**src/rtl/uart_mmio_ctrl.sv**
```systemverilog
// Memory-mapped UART controller for the MIPS execute stage: decodes the I/O region,
// buffers RX/TX bytes in circular FIFOs, and exposes status, cycle counter and overflow flag.
module uart_mmio_ctrl #(
    parameter int          DATA_W   = 8,
    parameter int          RX_DEPTH = 8,
    parameter int          TX_DEPTH = 8,
    parameter logic [3:0]  REGION   = 4'h8
) (
    input  logic              clk,
    input  logic              reset,
    input  logic [31:0]       addr,
    input  logic              re,
    input  logic              we,
    input  logic [31:0]       wdata,
    input  logic              stall,
    output logic              hit,
    output logic [31:0]       rdata,
    output logic [DATA_W-1:0] tx_data,
    output logic              tx_valid,
    input  logic              tx_ready,
    input  logic [DATA_W-1:0] rx_data,
    input  logic              rx_valid,
    output logic              rx_ready
);

    localparam int RX_AW = $clog2(RX_DEPTH);
    localparam int RX_CW = RX_AW + 1;
    localparam int TX_AW = $clog2(TX_DEPTH);
    localparam int TX_CW = TX_AW + 1;

    localparam logic [RX_CW-1:0] RX_FULL = RX_CW'(RX_DEPTH);
    localparam logic [TX_CW-1:0] TX_FULL = TX_CW'(TX_DEPTH);

    localparam logic [5:0] OFF_TX_STAT = 6'd0;
    localparam logic [5:0] OFF_RX_STAT = 6'd1;
    localparam logic [5:0] OFF_RX_DATA = 6'd2;
    localparam logic [5:0] OFF_TX_DATA = 6'd3;
    localparam logic [5:0] OFF_CNT     = 6'd4;
    localparam logic [5:0] OFF_STATUS  = 6'd5;

    logic [DATA_W-1:0] rx_mem_r [RX_DEPTH];
    logic [RX_AW-1:0]  rx_rd_ptr_r;
    logic [RX_AW-1:0]  rx_wr_ptr_r;
    logic [RX_CW-1:0]  rx_count_r;

    logic [DATA_W-1:0] tx_mem_r [TX_DEPTH];
    logic [TX_AW-1:0]  tx_rd_ptr_r;
    logic [TX_AW-1:0]  tx_wr_ptr_r;
    logic [TX_CW-1:0]  tx_count_r;

    logic [31:0] cycle_cnt_r;
    logic        tx_ovf_r;

    logic [5:0] offset_s;
    logic       cpu_rd_s;
    logic       cpu_wr_s;
    logic       rx_empty_s;
    logic       tx_full_s;
    logic       rx_push_s;
    logic       rx_pop_s;
    logic       tx_push_req_s;
    logic       tx_push_s;
    logic       tx_pop_s;
    logic       tx_ovf_set_s;
    logic       tx_ovf_clr_s;
    logic       cnt_clr_s;
    logic       unused_s;

    assign hit      = (addr[31:28] == REGION);
    assign offset_s = addr[7:2];

    // A store wins over a load; stall masks both.
    assign cpu_wr_s = hit & we & ~stall;
    assign cpu_rd_s = hit & re & ~we & ~stall;

    assign rx_empty_s = (rx_count_r == {RX_CW{1'b0}});
    assign tx_full_s  = (tx_count_r == TX_FULL);
    assign rx_ready   = (rx_count_r != RX_FULL);
    assign tx_valid   = (tx_count_r != {TX_CW{1'b0}});
    assign tx_data    = tx_mem_r[tx_rd_ptr_r];

    assign rx_push_s     = rx_valid & rx_ready;
    assign rx_pop_s      = cpu_rd_s & (offset_s == OFF_RX_DATA) & ~rx_empty_s;
    assign tx_pop_s      = tx_valid & tx_ready;
    assign tx_push_req_s = cpu_wr_s & (offset_s == OFF_TX_DATA);
    // A full TX FIFO still accepts a byte when the head leaves in the same cycle.
    assign tx_push_s     = tx_push_req_s & (~tx_full_s | tx_pop_s);
    assign tx_ovf_set_s  = tx_push_req_s & tx_full_s & ~tx_pop_s;
    assign tx_ovf_clr_s  = cpu_wr_s & (offset_s == OFF_STATUS) & wdata[16];
    assign cnt_clr_s     = cpu_wr_s & (offset_s == OFF_CNT);

    assign unused_s = ^{addr[27:8], addr[1:0], wdata};

    // Register read mux; only the addressed register drives rdata.
    always_comb begin
        rdata = 32'h0000_0000;
        if (hit) begin
            case (offset_s)
                OFF_TX_STAT: rdata = {31'd0, ~tx_full_s};
                OFF_RX_STAT: rdata = {31'd0, ~rx_empty_s};
                OFF_RX_DATA: begin
                    if (rx_empty_s) begin
                        rdata = 32'h0000_0000;
                    end else begin
                        rdata = 32'(rx_mem_r[rx_rd_ptr_r]);
                    end
                end
                OFF_CNT:     rdata = cycle_cnt_r;
                OFF_STATUS:  rdata = {15'd0, tx_ovf_r, 8'(rx_count_r), 8'(tx_count_r)};
                default:     rdata = 32'h0000_0000;
            endcase
        end else begin
            rdata = 32'h0000_0000;
        end
    end

    // RX storage write port.
    always_ff @(posedge clk) begin
        if (rx_push_s) begin
            rx_mem_r[rx_wr_ptr_r] <= rx_data;
        end
    end

    // RX pointers and occupancy.
    always_ff @(posedge clk) begin
        if (reset) begin
            rx_rd_ptr_r <= {RX_AW{1'b0}};
            rx_wr_ptr_r <= {RX_AW{1'b0}};
            rx_count_r  <= {RX_CW{1'b0}};
        end else begin
            if (rx_push_s) begin
                rx_wr_ptr_r <= rx_wr_ptr_r + RX_AW'(1);
            end
            if (rx_pop_s) begin
                rx_rd_ptr_r <= rx_rd_ptr_r + RX_AW'(1);
            end
            case ({rx_push_s, rx_pop_s})
                2'b10:   rx_count_r <= rx_count_r + RX_CW'(1);
                2'b01:   rx_count_r <= rx_count_r - RX_CW'(1);
                default: rx_count_r <= rx_count_r;
            endcase
        end
    end

    // TX storage write port.
    always_ff @(posedge clk) begin
        if (tx_push_s) begin
            tx_mem_r[tx_wr_ptr_r] <= wdata[DATA_W-1:0];
        end
    end

    // TX pointers and occupancy.
    always_ff @(posedge clk) begin
        if (reset) begin
            tx_rd_ptr_r <= {TX_AW{1'b0}};
            tx_wr_ptr_r <= {TX_AW{1'b0}};
            tx_count_r  <= {TX_CW{1'b0}};
        end else begin
            if (tx_push_s) begin
                tx_wr_ptr_r <= tx_wr_ptr_r + TX_AW'(1);
            end
            if (tx_pop_s) begin
                tx_rd_ptr_r <= tx_rd_ptr_r + TX_AW'(1);
            end
            case ({tx_push_s, tx_pop_s})
                2'b10:   tx_count_r <= tx_count_r + TX_CW'(1);
                2'b01:   tx_count_r <= tx_count_r - TX_CW'(1);
                default: tx_count_r <= tx_count_r;
            endcase
        end
    end

    // Sticky TX overflow flag.
    always_ff @(posedge clk) begin
        if (reset) begin
            tx_ovf_r <= 1'b0;
        end else if (tx_ovf_set_s) begin
            tx_ovf_r <= 1'b1;
        end else if (tx_ovf_clr_s) begin
            tx_ovf_r <= 1'b0;
        end else begin
            tx_ovf_r <= tx_ovf_r;
        end
    end

    // Free-running cycle counter; keeps counting through stalls.
    always_ff @(posedge clk) begin
        if (reset) begin
            cycle_cnt_r <= 32'h0000_0000;
        end else if (cnt_clr_s) begin
            cycle_cnt_r <= 32'h0000_0000;
        end else begin
            cycle_cnt_r <= cycle_cnt_r + 32'd1;
        end
    end

endmodule

```
**config.mk**
```make
export PLATFORM = sky130hd
export DESIGN_NAME = uart_mmio_ctrl
export DESIGN_NICKNAME = d
export VERILOG_FILES = /design/src/rtl/uart_mmio_ctrl.sv
export SDC_FILE = /design/constraint.sdc
export NUM_CORES = 1
export LEC_CHECK = 0
export CORE_ASPECT_RATIO = 1.5
export CORE_MARGIN = 2
export CORE_UTILIZATION = 35
export DETAILED_ROUTE_END_ITERATION = 10
export SLEW_MARGIN = 20
export SYNTH_ARGS = -nofsm -noshare
export SYNTH_HDL_FRONTEND = slang
export SYNTH_SLANG_ARGS = --single-unit
```
**constraint.sdc**
```tcl
create_clock -name clk -period 4.1 [get_ports clk]
set_input_delay 1.025 -clock clk [delete_from_list [all_inputs] [get_ports clk]]
set_output_delay 1.025 -clock clk [all_outputs]
set_load 0.005 [all_outputs]
```
==> run metrics <==
Slew HR 0.420; delay-heaviest family, CP buffers and inverters; CP bufs+invs 4; total placed instance area a little over 9000 um2; Syn. warnings 0; first-pass GRT wire length 28.1 mm; CP startpoint kind primary input; Worst Hold Depth 2; fillers 2017; share of layout cells above drive strength 1 0.166; R2R Setup Slk 0.90 ns; drt wl/cell 18.5 um; Period minus WS final ~4 ns; Max Cap Viol 0; met3 routed WL 675 um; # DRC 0; r2r startpoint tx_count_r[0]; Clock Sinks 187; setup_tns 0 ns; DP Worst Slack 0.0425 ns; largest net degree at the start of global routing 33; std cell rows 67; ANT cells 0; status completed; Setup crit end kind output port; P per Cell Area a little under 400 nW/um2; die area 24200 um2; initial drt markers about 370; Vias approximately 5100; final global-route overflow total 0; cts bufs inserted 17; measured slew at the worst slew-check pin 0.865 ns; cell area after synthesis roughly 8000 um2; FF-to-FF path depth 9; hold_buf cts 0; dominant cells by area after synthesis edfxtp_1, dfxtp_1, mux4_2; Synth Net Count 673; largest stage delay on the critical path 0.55 ns; net switching power figure a little under 900 uW; Syn Area/Cell 13.8 um2; Die Span X approximately 130 um; P&R area growth vs syn 23.1%; Critical Path Stages 7; reg2reg end tx_count_r[3]; WP data arrival 3.00 ns; combinational share of power 0.035; fin area 9880 um2; Worst Path Max Fanout 14; RSZ-0062 raised after global routing false; I/O pin total 122; sequential share of power 0.536; core region area 22500 um2; number of synthesized flops with an enable pin 128; switch share 0.233; Peak supply drop 0.258 mV; met2 WL between 9 and 10 mm; port buffer count between 70 and 80; drt pass-1 iters 5; Fmax achieved ~250 MHz; total track usage 0.151; GP Congestion 0.823; clk_lat worst skew 0.43 ns; Crit path required time 3.07 ns; Synth top area share 0.479; Mapped Cells ~580; worst setup path end rdata[5]; final slew viol count 0; synth unique cells 43; clock slew at reported path FFs roughly 0.07 ns; M1 wire length 7.43 mm; number of global-route vias before repair 5279; final setup vio count 0; die height approximately 190 um; clock skew roughly 0.014 ns; Synth area leader edfxtp_1; PnR worst setup slack 0.0782 ns; CTS tree built; top sig layer met4; routed vias/inst between 5 and 6; Lkg Pwr 0.00320 uW; initial antenna violation count 0; WL final 17.8 mm; CP cell instances clkdlybuf4s50_1 -> nor4b_2 -> buf_4 -> nand4_1 -> buf_4 -> o21ai_0 -> clkdlybuf4s50_1; ys async rst share 0; WHS 0.492 ns; Tcrit/Tclk final 0.981; H-tree Lvls 4; Layout Nets 765; worst min path class register to register; Starting Density 0.357; dominant synthesized flop cell edfxtp_1; WS Path Type primary input to output port; Util after Layout 0.440; post-synthesis sequential area ratio 0.626; CP startpoint addr[29]; DP Wirelength 12.1 mm; Clock Power Share 0.429; Cell Int Power roughly 2900 uW; CTS Buffer Depth 2; final hold viol count 0; Seq cells post-synth 187; slowest CP cell clkdlybuf4s50_1; Post-DRT Antenna Nets 0; post-CTS setup buffer count 0; clk root buf clkbuf_16
==> worst min-delay path: stages (launching register included) <==
cell	delay, ns
dfxtp_1	0.32
o31ai_1	0.06
a21oi_1	0.06
==> placed cells by master (no fill, tap or decap), types with 2 or more instances in the layout <==
cell             instances
nor3b_1                  2
mux4_2                  33
and3_1                   3
nand3_1                 19
nand2b_1                 5
ha_1                    11
nor4_1                   3
nor2b_1                  3
or4b_2                   2
nor4b_1                  2
mux2i_1                 18
o21ai_0                 16
inv_1                   10
or4_1                   15
nand4b_1                 2
and2_1                  19
inv_8                    4
nor2_1                  45
o22ai_1                  2
clkdlybuf4s50_1         75
clkinv_4                 2
xor2_1                  15
clkbuf_16               17
nor3_1                   8
xnor2_1                  7
nand2_1                 24
or3_1                   12
dfxtp_1                 59
a21oi_1                 33
o31ai_1                 11
edfxtp_1               128
and4_1                   7
buf_4                   25
mux2_2                  11
clkinv_8                 6
nand4_1                 11
==> worst min path at each step <==
stage                          from              end
floorplan            cycle_cnt_r[0]   cycle_cnt_r[0]
global placement     tx_rd_ptr_r[1]   tx_rd_ptr_r[1]
detailed placement  cycle_cnt_r[31]  cycle_cnt_r[31]
CTS                 cycle_cnt_r[31]  cycle_cnt_r[31]
global route        cycle_cnt_r[23]  cycle_cnt_r[23]
finish              cycle_cnt_r[31]  cycle_cnt_r[31]
==> synthesized netlist by cell type (all sizes together) (4+ instances only) <==
master	number
edfxtp	128
dfxtp	59
nor2	45
a21oi	33
mux4	33
nand2	24
nand3	20
and2	19
clkbuf	19
mux2i	18
o21ai	17
or4	15
xor2	15
or3	12
buf	11
ha	11
mux2	11
nand4	11
o31ai	11
inv	10
nor3	9
and4	7
xnor2	7
nand2b	5
nor2b	4
nor4	4
==> sequential cells by signal (all words and copies together) (netlist names), named ones only <==
| name | count |
|---|---|
| tx_ovf_r | 1 |
| cycle_cnt_r | 32 |
| tx_wr_ptr_r | 3 |
| tx_count_r | 4 |
| rx_rd_ptr_r | 3 |
| tx_mem_r | 64 |
| rx_count_r | 4 |
| rx_wr_ptr_r | 3 |
| tx_rd_ptr_r | 3 |
| rx_mem_r | 64 |
==> power groups by stage <==
| stage | clock [uW] | combinational [uW] | sequential, uW |
|---|---|---|---|
| floorplan | 0 | 60.0 | 2090 |
| global placement | 0 | 126 | 2090 |
| detailed placement | 0 | 131 | 2090 |
| CTS | 1680 | 132 | 2050 |
| global route | 1750 | 145 | 2050 |
| finish | 1640 | 133 | 2050 |
==> metal layers <==
layer | vias to the layer above | track usage
met5 | - | 0
met4 | 0 | 0.0545
met3 | 13 | 0.0308
met2 | 135 | 0.270
met1 | 2579 | 0.176
li1 | 2409 | -
==> layout make-up <==
type	instances	area (um2)	area share
clock buffers	17	425	0.0431
clock inverters	15	189	0.0191
inverters	10	37.5	0.00380
multi-input cells	355	2880	0.291
flip-flops and latches	187	5020	0.509
well taps	276	345	0.0350
repair buffers	103	982	0.0994
==> metrics by stage <==
stage	total power [uW]	cells
after floorplan	2150	582
after global placement	2220	931
after detailed placement	2220	931
after CTS	3860	963
after global routing	3950	963
final	3820	963
==> cell families (layout without fill, tap and decap cells) <==
family	Yosys count	in the layout	synth area share
DFF	187	187	0.626
buffers and inverters	40	145	0.0198
xor gates and xnor gates	22	22	0.0240
and+or+nand+nor	191	191	0.132
AOI/OAI and AO/OA	68	68	0.0477
muxes	62	62	0.130
adders and majority gates	12	12	0.0196
==> repair_timing <==
item	4_1_cts	5_1_grt
gates resized for setup	0	8
endpoints found under the setup margin	0	7
endpoints found under the hold margin	0	0
Note: power is estimated with default switching activity, not from simulation.
